<file path="src/rtl/param_nbit_processor.sv">
// Parametrised manual/run-mode processor with on-chip program memory, carry/zero flags and Done/busy handshakes.
// Optional SHL instruction on CTL func 11 is enabled by defining PROC_SHIFT_EN.
module param_nbit_processor #(
  parameter int DATA_W = 4,
  parameter int REG_AW = 2,
  parameter int PC_W   = 4,
  localparam int INSTR_W = 2 + REG_AW + DATA_W
) (
  input  logic               clk,
  input  logic               reset,
  input  logic               execute,
  input  logic               switch_mode,
  input  logic               pc_enable,
  input  logic [INSTR_W-1:0] instruction,
  input  logic               prog_we,
  input  logic [PC_W-1:0]    prog_addr,
  input  logic [INSTR_W-1:0] prog_data,
  output logic [DATA_W-1:0]  LEDs,
  output logic               Done,
  output logic               busy,
  output logic               carry,
  output logic               zero,
  output logic [PC_W-1:0]    pc
);

  localparam int NREGS      = 2 ** REG_AW;
  localparam int PROG_DEPTH = 2 ** PC_W;
  localparam logic [PC_W-1:0] PC_LAST  = PC_W'(PROG_DEPTH - 1);
  localparam logic [PC_W-1:0] PC_LAST2 = PC_W'(PROG_DEPTH - 2);

  localparam logic [1:0] OP_LDI = 2'b00;
  localparam logic [1:0] OP_MOV = 2'b01;
  localparam logic [1:0] OP_ALU = 2'b10;
  localparam logic [1:0] OP_CTL = 2'b11;

  typedef enum logic [1:0] {S_IDLE, S_FETCH, S_EXEC, S_DONE} state_t;

  state_t              state_q, state_d;
  logic [PC_W-1:0]     pc_q, pc_d;
  logic [DATA_W-1:0]   leds_q, leds_d;
  logic                carry_q, carry_d;
  logic                zero_q, zero_d;
  logic                exec_q, exec_d;
  logic                mode_q, mode_d;
  logic [DATA_W-1:0]   regs_q [NREGS];
  logic [DATA_W-1:0]   regs_d [NREGS];

  logic [INSTR_W-1:0]  mem [PROG_DEPTH];
  logic [INSTR_W-1:0]  ir_q;
  logic                ir_load_mem, ir_load_port;

  logic                start;
  logic [1:0]          op;
  logic [REG_AW-1:0]   rd, rs;
  logic [DATA_W-1:0]   imm;
  logic [1:0]          func;
  logic [DATA_W-1:0]   rd_val, rs_val;

  assign start  = execute & ~exec_q;
  assign op     = ir_q[INSTR_W-1 -: 2];
  assign rd     = ir_q[DATA_W +: REG_AW];
  assign imm    = ir_q[DATA_W-1:0];
  assign rs     = imm[DATA_W-1 -: REG_AW];
  assign func   = imm[1:0];
  assign rd_val = regs_q[rd];
  assign rs_val = regs_q[rs];

  assign busy  = (state_q == S_FETCH) || (state_q == S_EXEC);
  assign Done  = (state_q == S_DONE);
  assign LEDs  = leds_q;
  assign carry = carry_q;
  assign zero  = zero_q;
  assign pc    = pc_q;

  // Program memory and instruction register carry no reset so they map onto block RAM.
  always_ff @(posedge clk) begin
    if (prog_we && !busy) begin
      mem[prog_addr] <= prog_data;
    end
    if (ir_load_mem) begin
      ir_q <= mem[pc_q];
    end else if (ir_load_port) begin
      ir_q <= instruction;
    end
  end

  always_comb begin
    logic [DATA_W:0]   alu_sum;
    logic [DATA_W-1:0] alu_res;
    logic              is_halt;
    logic              bz_taken;

    state_d      = state_q;
    pc_d         = pc_q;
    leds_d       = leds_q;
    carry_d      = carry_q;
    zero_d       = zero_q;
    exec_d       = execute;
    mode_d       = mode_q;
    regs_d       = regs_q;
    ir_load_mem  = 1'b0;
    ir_load_port = 1'b0;
    alu_sum      = '0;
    alu_res      = '0;
    is_halt      = 1'b0;
    bz_taken     = 1'b0;

    unique case (state_q)
      S_IDLE: begin
        if (start) begin
          mode_d = switch_mode;
          if (switch_mode) begin
            ir_load_port = 1'b1;
            state_d      = S_EXEC;
          end else begin
            pc_d    = '0;
            state_d = S_FETCH;
          end
        end
      end

      S_FETCH: begin
        if (pc_enable) begin
          ir_load_mem = 1'b1;
          state_d     = S_EXEC;
        end
      end

      S_EXEC: begin
        unique case (op)
          OP_LDI: regs_d[rd] = imm;
          OP_MOV: regs_d[rd] = rs_val;
          OP_ALU: begin
            unique case (func)
              2'b00: begin
                alu_sum = {1'b0, rd_val} + {1'b0, rs_val};
                alu_res = alu_sum[DATA_W-1:0];
                carry_d = alu_sum[DATA_W];
              end
              2'b01: begin
                alu_res = rd_val - rs_val;
                carry_d = (rd_val < rs_val);
              end
              2'b10: begin
                alu_res = rd_val & rs_val;
                carry_d = 1'b0;
              end
              default: begin
                alu_res = rd_val ^ rs_val;
                carry_d = 1'b0;
              end
            endcase
            regs_d[rd] = alu_res;
            zero_d     = (alu_res == '0);
          end
          OP_CTL: begin
            unique case (func)
              2'b00: leds_d   = rd_val;
              2'b01: is_halt  = 1'b1;
              2'b10: bz_taken = zero_q;
              default: begin
`ifdef PROC_SHIFT_EN
                alu_res    = {rd_val[DATA_W-2:0], 1'b0};
                regs_d[rd] = alu_res;
                carry_d    = rd_val[DATA_W-1];
                zero_d     = (alu_res == '0);
`endif
              end
            endcase
          end
          default: ;
        endcase

        // Run mode never wraps: the last address or an overflowing skip ends the program.
        if (mode_q) begin
          state_d = S_DONE;
        end else if (is_halt || pc_q == PC_LAST) begin
          state_d = S_DONE;
        end else if (bz_taken) begin
          if (pc_q == PC_LAST2) begin
            pc_d    = PC_LAST;
            state_d = S_DONE;
          end else begin
            pc_d    = pc_q + PC_W'(2);
            state_d = S_FETCH;
          end
        end else begin
          pc_d    = pc_q + PC_W'(1);
          state_d = S_FETCH;
        end
      end

      S_DONE: begin
        if (!execute) begin
          state_d = S_IDLE;
        end
      end

      default: state_d = S_IDLE;
    endcase
  end

  always_ff @(posedge clk or negedge reset) begin
    if (!reset) begin
      state_q <= S_IDLE;
      pc_q    <= '0;
      leds_q  <= '0;
      carry_q <= 1'b0;
      zero_q  <= 1'b0;
      exec_q  <= 1'b0;
      mode_q  <= 1'b0;
      for (int i = 0; i < NREGS; i++) begin
        regs_q[i] <= '0;
      end
    end else begin
      state_q <= state_d;
      pc_q    <= pc_d;
      leds_q  <= leds_d;
      carry_q <= carry_d;
      zero_q  <= zero_d;
      exec_q  <= exec_d;
      mode_q  <= mode_d;
      regs_q  <= regs_d;
    end
  end

endmodule

</file>
<file path="config.mk">
export PLATFORM = sky130hd
export DESIGN_NAME = param_nbit_processor
export DESIGN_NICKNAME = d
export VERILOG_FILES = /design/src/rtl/param_nbit_processor.sv
export SDC_FILE = /design/constraint.sdc
export NUM_CORES = 1
export LEC_CHECK = 0
export CORE_MARGIN = 5
export CORE_UTILIZATION = 61
export CTS_CLUSTER_SIZE = 25
export DETAILED_ROUTE_END_ITERATION = 16
export HOLD_SLACK_MARGIN = 0.06
export PLACE_DENSITY = 0.81
export SETUP_SLACK_MARGIN = 0.15
export SLEW_MARGIN = 10
export SYNTH_ARGS = -nofsm -noshare
export SYNTH_HDL_FRONTEND = slang
export SYNTH_SLANG_ARGS = --single-unit
</file>
<file path="constraint.sdc">
create_clock -name clk -period 7.4 [get_ports clk]
set_clock_uncertainty 0.15 [all_clocks]
set_input_delay 1.48 -clock clk [delete_from_list [all_inputs] [get_ports clk]]
set_output_delay 1.48 -clock clk [all_outputs]
set_load 0.005 [all_outputs]
</file>
Yosys cells after proc, flatten, opt, wreduce, memory -nomap -nowiden
Memories as Yosys holds them, arrays and structs flattened.
Index checks and enable logic that the tools add are counted.
{"block": "totals", "out_inout_bits": 12, "romBits": 0, "regBits": 38, "mem_bits_rw": 128, "memories": 1, "in_bits": 26, "word_cells": 108, "latchBits": 0}
{"block": "classes", "n_mul": 0, "n_addsub": 4, "n_mux": 47, "n_div": 0, "reduce_logical": 18, "n_shift": 0, "order_cmp": 4, "eq_ne": 16, "n_bitwise": 6}
{"memory": "mem", "words": 16, "word_bits": 8, "read_ports": 1, "rd_ports_with_merged_regs": 0, "wr": 1, "line": "48", "source": "logic [INSTR_W-1:0] mem [PROG_DEPTH];"}
{"cell": "4-bit 2-to-1 mux", "count": 13}
{"cell": "16-bit bitwise mux", "count": 3}
{"cell": "16-bit one-hot mux with 3 select lines", "count": 1}
{"cell": "4-bit binary-select mux with 2-bit select", "count": 2}
{"cell": "2-bit 2-to-1 mux", "count": 8}
{"cell": "8-bit 2-to-1 mux", "count": 2}
{"cell": "1-bit 2-to-1 mux", "count": 13}
{"cell": "2-bit inequality test, second input constant", "count": 6}
{"cell": "4-bit one-hot mux with 3 select lines", "count": 1}
{"cell": "2-bit equality test, second input constant", "count": 5}
{"cell": "4-bit demux with 2-bit select", "count": 1}
{"cell": "4-bit equality test, second input constant", "count": 2}
{"cell": "2-bit one-hot mux with 4 select lines", "count": 1}
{"cell": "4-bit one-hot mux with 2 select lines", "count": 1}
{"cell": "2-bit by 1-bit equality test with 1-bit output, second input constant", "count": 3}
{"cell": "3-bit greater-or-equal comparator, second input constant", "count": 2}
{"cell": "2-bit zero test", "count": 3}
{"cell": "2-bit NOT with 3-bit output", "count": 2}
{"cell": "2-bit AND reduction", "count": 3}
{"cell": "3-bit AND reduction", "count": 2}
{"cell": "4-bit by 4-bit adder with 5-bit output", "count": 1}
{"cell": "5-bit AND reduction", "count": 1}
{"cell": "4-bit by 1-bit adder with 4-bit output, second input constant", "count": 1}
{"cell": "4-bit by 2-bit adder with 4-bit output, second input constant", "count": 1}
{"cell": "other kinds (14)", "count": 17}

Depth between registers and ports, before layout
{"block": "depth", "depth_word": 10, "mapped_depth": 11, "depth_no_buf": 10}

Worst setup path before layout
OpenSTA, ideal clock, no wires.
{"block": "synth_path", "path_kind": "reg-to-reg", "start": "register ir_q[4]", "end": "register (tool-made name)", "arrival_time_ns": 3.003, "t_required_ns": 7.121, "n_path_buf": 2, "slack_ns": 4.118, "stages_incl_launch_ff": 10, "setup_time_ns": 0.129, "period_less_slack_ns": 3.282, "cell_sequence": "edfxtp_1 -> clkbuf_1 -> mux4_2 -> ha_1 -> buf_6 -> nor3b_2 -> nor4_1 -> or4b_1 -> a32o_2 -> o41a_1"}
{"item": "start, declared", "line": "49", "source": "logic [INSTR_W-1:0] ir_q;"}
{"item": "start signal, assigned", "line": "81", "source": "ir_q <= mem[pc_q];"}
{"item": "start signal, assigned", "line": "83", "source": "ir_q <= instruction;"}

Final worst setup path
{"block": "layout_path", "start": "register pc_q[3], in the netlist pc[3]", "end": "output port pc[3]"}
{"item": "start, declared", "line": "39", "source": "logic [PC_W-1:0] pc_q, pc_d;"}
{"item": "start signal, assigned", "line": "217", "source": "pc_q <= pc_d;"}
{"item": "end, declared", "line": "23", "source": "output logic [PC_W-1:0] pc"}
No word-level cell between the ends.

==> run summary <==
### Status
- finished, final reports clean — run status

### Worst setup path
- dfrtp_1 — master of the slowest instance on the critical path
- 2.19 ns — arrival time at the worst endpoint
- 1.08 ns — Largest stage delay, worst path
- 1 — buffer and inverter count on the worst path
- flip-flops — crit-path leading delay family
- 22 — largest driver fanout on the critical path
- output port — Worst setup EP type
- reg -> out — Crit Path Class
- clkdlybuf4s50_1 — Cell Chain, Critical Path
- 5.77 ns — required time at the endpoint of the critical path
- register — Setup crit start kind

### STA
- no — setup repair after global routing missed its margin
- 1.20 ns — Worst-Margin Slew
- 3.82 ns — shortest period the worst path allows
- 0 — number of pins with negative max-slew slack in the final report
- 3.58 ns — final worst slack
- 0.360 ns — hold slack
- 0 ns — final sum of negative setup slack
- 19.4% — worst-case headroom to the max-slew limit
- 0 — endpoints failing hold
- 51.6% — Final Cycle Share
- 0.262 GHz — timing-limited maximum frequency
- 0 — number of endpoints failing setup at the final stage

### Clock network
- 2 — Longest Clk Path Bufs
- 0.44 ns — later-pin clock latency in the skew report
- 0 — Post-CTS Hold Buffers
- clkbuf_16 — Clock Root Buffer
- 0 — count of instances resized after the clock tree is built
- 17 — TritonCTS Buffers
- 0 — number of buffers inserted to repair setup after CTS
- 166 — clock sink total
- done — TritonCTS clock tree
- 4 — deepest level of the CTS H-tree
- 0.06 ns — clock-pin slew reported for the worst setup and hold paths after clock tree synthesis

### Power
- 34.4% — power share of the combinational group
- 3160 uW — total power
- 359 mW/mm2 — total power per unit cell area
- 0.246 mV — worst voltage drop across the vdd grid
- 0.00299 uW — Pleak
- 1060 uW — NetSw
- 27.4% — Clock Power Share
- 38.2% — portion of total power attributed to sequential cells
- 33.7% — sw frac
- 2100 uW — Pint

### Min path
- reg -> reg — Hold Path Class

### Route
- 0 — remaining antenna violation count after routing
- 6.40 — via density per instance
- 0 — DRC violations left
- 7 — number of iterations in the first detailed-routing pass
- 22.7 um — routed length per instance
- 4733 — via total after detailed routing
- 16700 um — Post-Route WL
- 526 — initial DRC count

### GRT
- 0 — initial antenna violation count
- 31.1% — met1 Resource Use GR
- 38 — maximum number of pins on one net before global-route repair
- 5.16% — met3 Use GR
- 26800 um — global-route wire length before repair
- 41.9% — met2 Track Usage GR
- 0 — total grt overflow
- 24.4% — Overall Global Routing Usage
- met2 — busiest layer in global routing
- 4847 — number of global-route vias before repair

### Synth
- 0.00774 mm2 — area of the mapped netlist
- edfxtp_1 — top flip-flop cell by instance count after synthesis
- 166 — number of register bits inferred by synthesis
- 567 — net count of the mapped netlist
- 14.9 um2 — per-instance average area after synthesis
- 18.1% — async set-or-reset flop fraction in the synthesized netlist
- 52 — number of distinct library cells after synthesis
- 520 — Post-Synthesis Cells
- 62.4% — sequential-to-total area share from yosys stat
- 0 — Yosys Warn Count
- 136 — number of synthesized flops with an enable pin

### Finish
- 819 — number of filler cells placed in the layout
- 0.00273 mm2 — Multi-input gate area
- 0.00484 mm2 — FF+latch area
- 601 — Nets
- 15.0% — layout cells sized above 1
- 136 x edfxtp_1, 45 x o21ai_0, 41 x mux4_2 — top library cells by usage in the layout, fill and taps aside
- 0 — count of inserted antenna diode cells
- edfxtp_1 — most common cell after layout, fill and taps aside
- 13.8% — area growth from synthesis to final layout

### Placed design
- 37 — count of input and output buffers
- 10700 um — half-perimeter wire length after placement
- 0.846 — gpl congestion
- 3.51 ns — pre-CTS setup slack

### Job
- 0 — number of maximum-capacitance constraint violations

### Die
- 41 — number of core rows
- 0.0125 mm2 — core footprint
- 38 — ports placed on the boundary
- 0.0151 mm2 — die area
- 123 um — die span in y
- 123 um — Die Wd
- 61.9% — initial cell density of the core

-- registers in the layout, indices dropped and copies added, names as in the netlist, named ones only --
| signal | count |
|---|---|
| ir_q | 8 |
| mode_q | 1 |
| zero | 1 |
| LEDs | 4 |
| carry | 1 |
| exec_q | 1 |
| mem | 128 |
| state_q | 2 |
| pc | 4 |
-- worst paths after layout --
kind	startpoint	end	slack (ns)	cells past startpoint
worst max-delay path	pc[3]$_DFFE_PN0P_	pc[3]	3.58	1
min in group asynchronous	reset	exec_q$_DFF_PN0_	1.30	2
worst min-delay path	LEDs[2]$_DFFE_PN0P_	LEDs[2]$_DFFE_PN0P_	0.36	1
worst min register to register	LEDs[2]$_DFFE_PN0P_	LEDs[2]$_DFFE_PN0P_	0.36	1
worst max register to register	ir_q[4]$_DFFE_PP_	register	3.90	7
max in group asynchronous	reset	pc[0]$_DFFE_PN0P_	5.48	2
-- power by group through the flow --
stage                     Combinational [uW]  Clock [uW]  Sequential [uW]
after floorplan                          811           0             1190
after global placement                  1040           0             1220
after detailed placement                1070           0             1230
after CTS                               1090         867             1210
after global routing                    1200         918             1220
final                                   1090         865             1210
-- worst register-to-register path: stages, from the launching register on --
cell and delay, ns:
edfxtp_1 0.64, mux4_2 0.63, ha_1 0.47, nor3b_2 0.09, o31ai_1 0.27, or4b_1 0.49
a32o_2 0.33, o41a_1 0.32
-- cells by family after synthesis --
group / after synthesis / synth area share (%)
simple gates: 105 / 6.91
compound gates: 112 / 8.79
flops: 166 / 62.4
fa+ha+maj: 21 / 3.59
mux: 70 / 15.7
xor+xnor: 2 / 0.226
buf+inv: 44 / 2.33
-- per-stage QoR --
step	utilization, %	cell area [um2]	std cells
floorplan	-	7740	520
global placement	65.9	8250	707
detailed placement	65.9	8250	707
CTS	70.4	8810	739
global route	70.4	8810	739
finish	70.4	8810	739
-- per-layer routing --
layer	routed length (um)	share of wire [%]	vias up
met2	8960	54	202
li1	-	-	2108
met4	317	1.9	0
met5	0	0	-
met3	874	5.2	27
met1	6590	39	2396
-- synthesized netlist by cell type, types with 3 or more instances --
library cell | number | area share [%]
buf_2 | 6 | 0.39
o21ai_0 | 45 | 2.9
o21ai_1 | 3 | 0.19
mux2i_1 | 25 | 3.2
nor2b_1 | 6 | 0.48
nand2_1 | 22 | 1.1
a221oi_1 | 5 | 0.57
nor3_1 | 5 | 0.32
o31ai_1 | 5 | 0.48
nor2_1 | 37 | 1.8
clkbuf_1 | 18 | 0.87
o22ai_1 | 8 | 0.65
dfrtp_1 | 30 | 9.7
o21a_1 | 8 | 0.78
ha_1 | 19 | 3.1
nand2b_1 | 10 | 0.81
mux4_2 | 41 | 12
a21oi_1 | 17 | 1.1
a31oi_1 | 10 | 0.81
nand3_1 | 4 | 0.26
inv_1 | 19 | 0.92
nor4_1 | 3 | 0.24
mux2_2 | 4 | 0.58
edfxtp_1 | 136 | 53
-- final cells by class --
class                   count  area share, %
inverters                  19          0.809
multi-input cells         310           31.0
well taps                 172           2.44
flip-flops and latches    166           54.9
clock buffers              19           4.91
clock inverters            13           1.53
repair buffers             40           4.46
(Power assumes the default switching activity.)
==> RTL edit 1, RTL diff (same flow settings) <==
`REG_AW`: 2 -> 3.
--- a/src/rtl/param_nbit_processor.sv
+++ b/src/rtl/param_nbit_processor.sv
@@ -2,7 +2,7 @@
 // Optional SHL instruction on CTL func 11 is enabled by defining PROC_SHIFT_EN.
 module param_nbit_processor #(
   parameter int DATA_W = 4,
-  parameter int REG_AW = 2,
+  parameter int REG_AW = 3,
   parameter int PC_W   = 4,
   localparam int INSTR_W = 2 + REG_AW + DATA_W
 ) (
Ports: changed (resized instruction and prog_data); port bits go from 38 to 40. No check against the original RTL was run, so the function may have changed too.
==> RTL edit 1 against the original RTL <==
  * Design area rose by 29%
  * Combinational power rose by 39%
  * Worst hold slack got worse by 0.0042 ns
  * Power rose by 26%
  * Sequential cell count rose by 33
  * Synthesized area rose by 32%
  * Core utilization fell by 1.2 points
  * Worst setup slack got worse by 0.76 ns
  * Wire length rose by 55%
  * Non-clock buffer count rose by 11
  * Die area rose by 29%
==> RTL edit 1: results (changes against the original RTL) <==
stage,metric,value,unit,change
worst_setup_path,cp.arrival,4.69,ns,+2.50 ns
synth,ys_types,60,,+15%
status,status,completed,,
pwr,p_clk_share,25.1,%,-2.3 points
pwr,switching_share,36.9,%,+3.3 points
clock_network,h-tree-depth,4,,unchanged
sta,hold_slack,0.356,ns,-0.00420 ns
synth,synthArstFlopShare,23.1,%,+5.0 points
pwr,power_density,351,nW/µm²,-2.2%
drt,viasPerCell,6.88,,+7.4%
grt,grt_overflow,0,,unchanged
drt,maxUsedRoutingLayer,met4,,
place,post_dp_cell_area,10700,µm²,+30%
clock_network,path_clk_slew,0.08,ns,+0.02 ns
drt,first_iter_violations,932,,+77%
min_path,hp-class,reg2reg,,
place,placedCellCount,1000,,+41%
synth,synth_edf_count,153,,+13%
grt,grt_use_total,26.9,%,+2.5 points
finish,nFillCells,1111,,+36%
finish,diodes,0,,unchanged
synth,ys_seq_area_share,56.4,%,-6.0 points
worst_setup_path,critPathTopFamily,compound AO/OA/AOI/OAI gates,,
drt,met3_length,2.12,mm,+140%
place,pre_cts_ws,2.89,ns,-0.617 ns
finish,nets,849,,+41%
grt,antenna_found_initial,0,,unchanged
grt,grt_pass1_wl,40.3,mm,+50%
clock_network,clk_latency,0.43,ns,
place,gp_congestion,0.901,,+6.4%
place,dp_hpwl,16.5,mm,+54%
drt,routedWlPerCell,25.1,µm,+11%
worst_setup_path,critPathMaxStageDelay,1.08,ns,about the same
pwr,seqPwrFrac,37.1,%,-1.1 points
clock_network,clock_path_buffers,2,,unchanged
drt,wl_met2,13.1,mm,+46%
pwr,p_leak,3.92,nW,+31%
worst_setup_path,rrSetupSlack,2.82,ns,-1.08 ns
synth,synthTopCellsByArea,"edfxtp_1 45%, dfrtp_1 11%, mux4_2 11%",,
grt,grt_max_degree,48,,+26%
worst_setup_path,cp_max_fo,31,,+41%
synth,synth_common_cells,"153 x edfxtp_1, 63 x nor2_1, 56 x nand2_1",,
finish,layout-drive-gt1-share,13.9,%,-1.1 points
grt,grt_use_met1,35.3,%,+4.2 points
worst_setup_path,slowest_stage,edfxtp_1,,
synth,synth.avg_cell_area,13.0,µm²,-13%
clock_network,cts-root-buf,clkbuf_16,,
grt,use_met2,44.8,%,+2.9 points
drt,met1_length,9.88,mm,+50%
synth,syn_nets,832,,+47%
pwr,peakVddDrop,0.346,mV,+40%
drt,vias,7106,,+50%
grt,use_met3,5.15,%,-0.015 points
place,port_buffers,39,,+5.4%
sta,slew_headroom,26.2,%,+6.8 points
drt,first_pass_iters,6,,-1
## RTL edit 1: worst paths after layout
check	from	to	depth (start not counted)
worst min register to register	carry	carry	2
min in group asynchronous	reset	LEDs[3]	1
worst max register to register	ir_q[5]	flip-flop	10
max in group asynchronous	reset	async pin	2
worst max-delay path	ir_q[5]	flip-flop	10
worst min-delay path	carry	carry	2
## RTL edit 1: layout make-up
type,instances,area (µm²),share of cell area [%]
Sequential cell,199,5750,50.5
Multi-Input combinational cell,507,4140,36.4
Timing Repair Buffer,51,488,4.28
Clock buffer,17,425,3.74
Tap cell,220,275,2.42
Clock inverter,15,221,1.94
Inverter,24,90.1,0.791
## RTL edit 1: logic make-up (layout without fill, tap and decap cells)
kind of cell    after synthesis  after routing  share of synthesized area, %
compound gates              196            196                          13.5
simple gates                200            200                          9.38
xor+xnor                      2              2                         0.172
flops                       199            199                          56.4
fa+ha+maj                    21             21                          2.73
mux                          88             88                          14.8
buf+inv                      77            107                          3.02
==> RTL edit 2, RTL diff (same flow settings) <==
Made on the original files. Remove the case item `2'b00` of the case on `func`.
--- a/src/rtl/param_nbit_processor.sv
+++ b/src/rtl/param_nbit_processor.sv
@@ -132,11 +132,6 @@
           OP_MOV: regs_d[rd] = rs_val;
           OP_ALU: begin
             unique case (func)
-              2'b00: begin
-                alu_sum = {1'b0, rd_val} + {1'b0, rs_val};
-                alu_res = alu_sum[DATA_W-1:0];
-                carry_d = alu_sum[DATA_W];
-              end
               2'b01: begin
                 alu_res = rd_val - rs_val;
                 carry_d = (rd_val < rs_val);
Function: changed (Yosys sat finds a counterexample within 10 cycles, from zero or initial values and one cycle with reset low).
==> RTL edit 2 against the original RTL <==
  * Via count is 0.46% lower
  * Worst setup slack worse by 0.082 ns
  * First-iteration DRC count grew 14%
  * Synthesized cell count shrank 2.1%
  * Highest routed layer unchanged
  * Sequential cell count unchanged
  * Largest power group unchanged
  * Critical endpoint is now pc[1]
  * Non-clock buffer count is 1 higher
  * Wire length is 4.0% lower
  * Power decreased by 0.64%
  * Design area shrank 1.3%
  * Synthesized area decreased by 2.2%
  * Critical path type unchanged
==> RTL edit 2: results (changes against the original RTL) <==
stage,metric,value,unit,change
min_path,hp-start,carry,,
synth,synth_compound_area_share,9.38,%,+0.59 points
min_path,whs_endpoint,carry,,
finish,design_area,8700,µm²,-1.3%
drt,vias,4711,,-0.46%
place,gp_congestion,0.913,,+7.9%
grt,grt_pass1_vias,4621,,-4.7%
synth,synth.avg_cell_area,14.9,µm²,about the same
place,pre_cts_ws,3.57,ns,+0.0634 ns
pwr,p_int,0.00213,W,+1.4%
finish,layout-drive-gt1-share,12.7,%,-2.3 points
drt,met3_length,1.17,mm,+34%
synth,synthTopCellsByArea,"edfxtp_1 54%, dfrtp_1 9.9%, mux4_2 8.3%",,
synth,ys_seq_area_share,63.8,%,+1.4 points
finish,clkCellAreaFrac,7.15,%,+0.70 points
synth,synthAdderAreaFrac,3.90,%,+0.31 points
pwr,peakVddDrop,0.214,mV,-13%
worst_setup_path,r2r_cells,9,,+2
sta,hold_slack,0.348,ns,-0.0126 ns
sta,worst-slew-pin-transition,1.21,ns,+0.0117 ns
synth,synth_common_cells,"136 x edfxtp_1, 32 x mux2i_1, 30 x dfrtp_1",,
place,dp_hpwl,10.8,mm,+1.4%
drt,routedWlPerCell,22.1,µm,-2.5%
drt,met1_length,6.50,mm,-1.3%
finish,nets,596,,-0.83%
synth,syn_nets,558,,-1.6%
status,status,completed,,
finish,multi_input_area_share,29.5,%,-1.4 points
synth,synth_mux_area_share,13.1,%,-2.6 points
finish,syn2layout_area_growth,14.8,%,
grt,grt_use_total,23.1,%,-1.3 points
pwr,p_leak,3.06,nW,+2.3%
grt,grt_max_degree,50,,+32%
min_path,min_delay_path_depth,2,,+1
drt,wl_met2,8.07,mm,-9.9%
finish,area_share_nonclk_buffers,4.60,%,+0.15 points
-- RTL edit 2: cell count changes after synthesis, sizes merged, moves of 8 or more --
cell	before	now
a221oi	5	13
buf	7	15
o21ai	48	33
nor3	5	16
o21a	8	0
clkbuf	18	7
nor2	37	29
mux4	41	28
-- RTL edit 2: cell families after synthesis --
logic type | count (synthesis)
adder cells (fa/ha/maj) | 23
buffers and inverters | 38
multiplexers | 64
flip-flops | 166
AO/OA/AOI/OAI | 109
AND/OR/NAND/NOR | 109
-- RTL edit 2: power by group through the flow --
stage	registers, W	logic [W]	clock network, W
2_1_floorplan	0.00119	0.000744	0
3_3_place_gp	0.00124	0.000954	0
3_5_place_dp	0.00124	0.000985	0
4_1_cts	0.00122	0.000995	0.000922
5_1_grt	0.00124	0.00109	0.000973
6_report	0.00123	0.000997	0.000917
-- RTL edit 2: routing by layer --
metal  global-route usage [%]  vias up
met4                     8.47        0
met2                     37.3      243
met3                     5.64       33
met1                     30.7     2343
met5                        0        -
li1                         -     2092
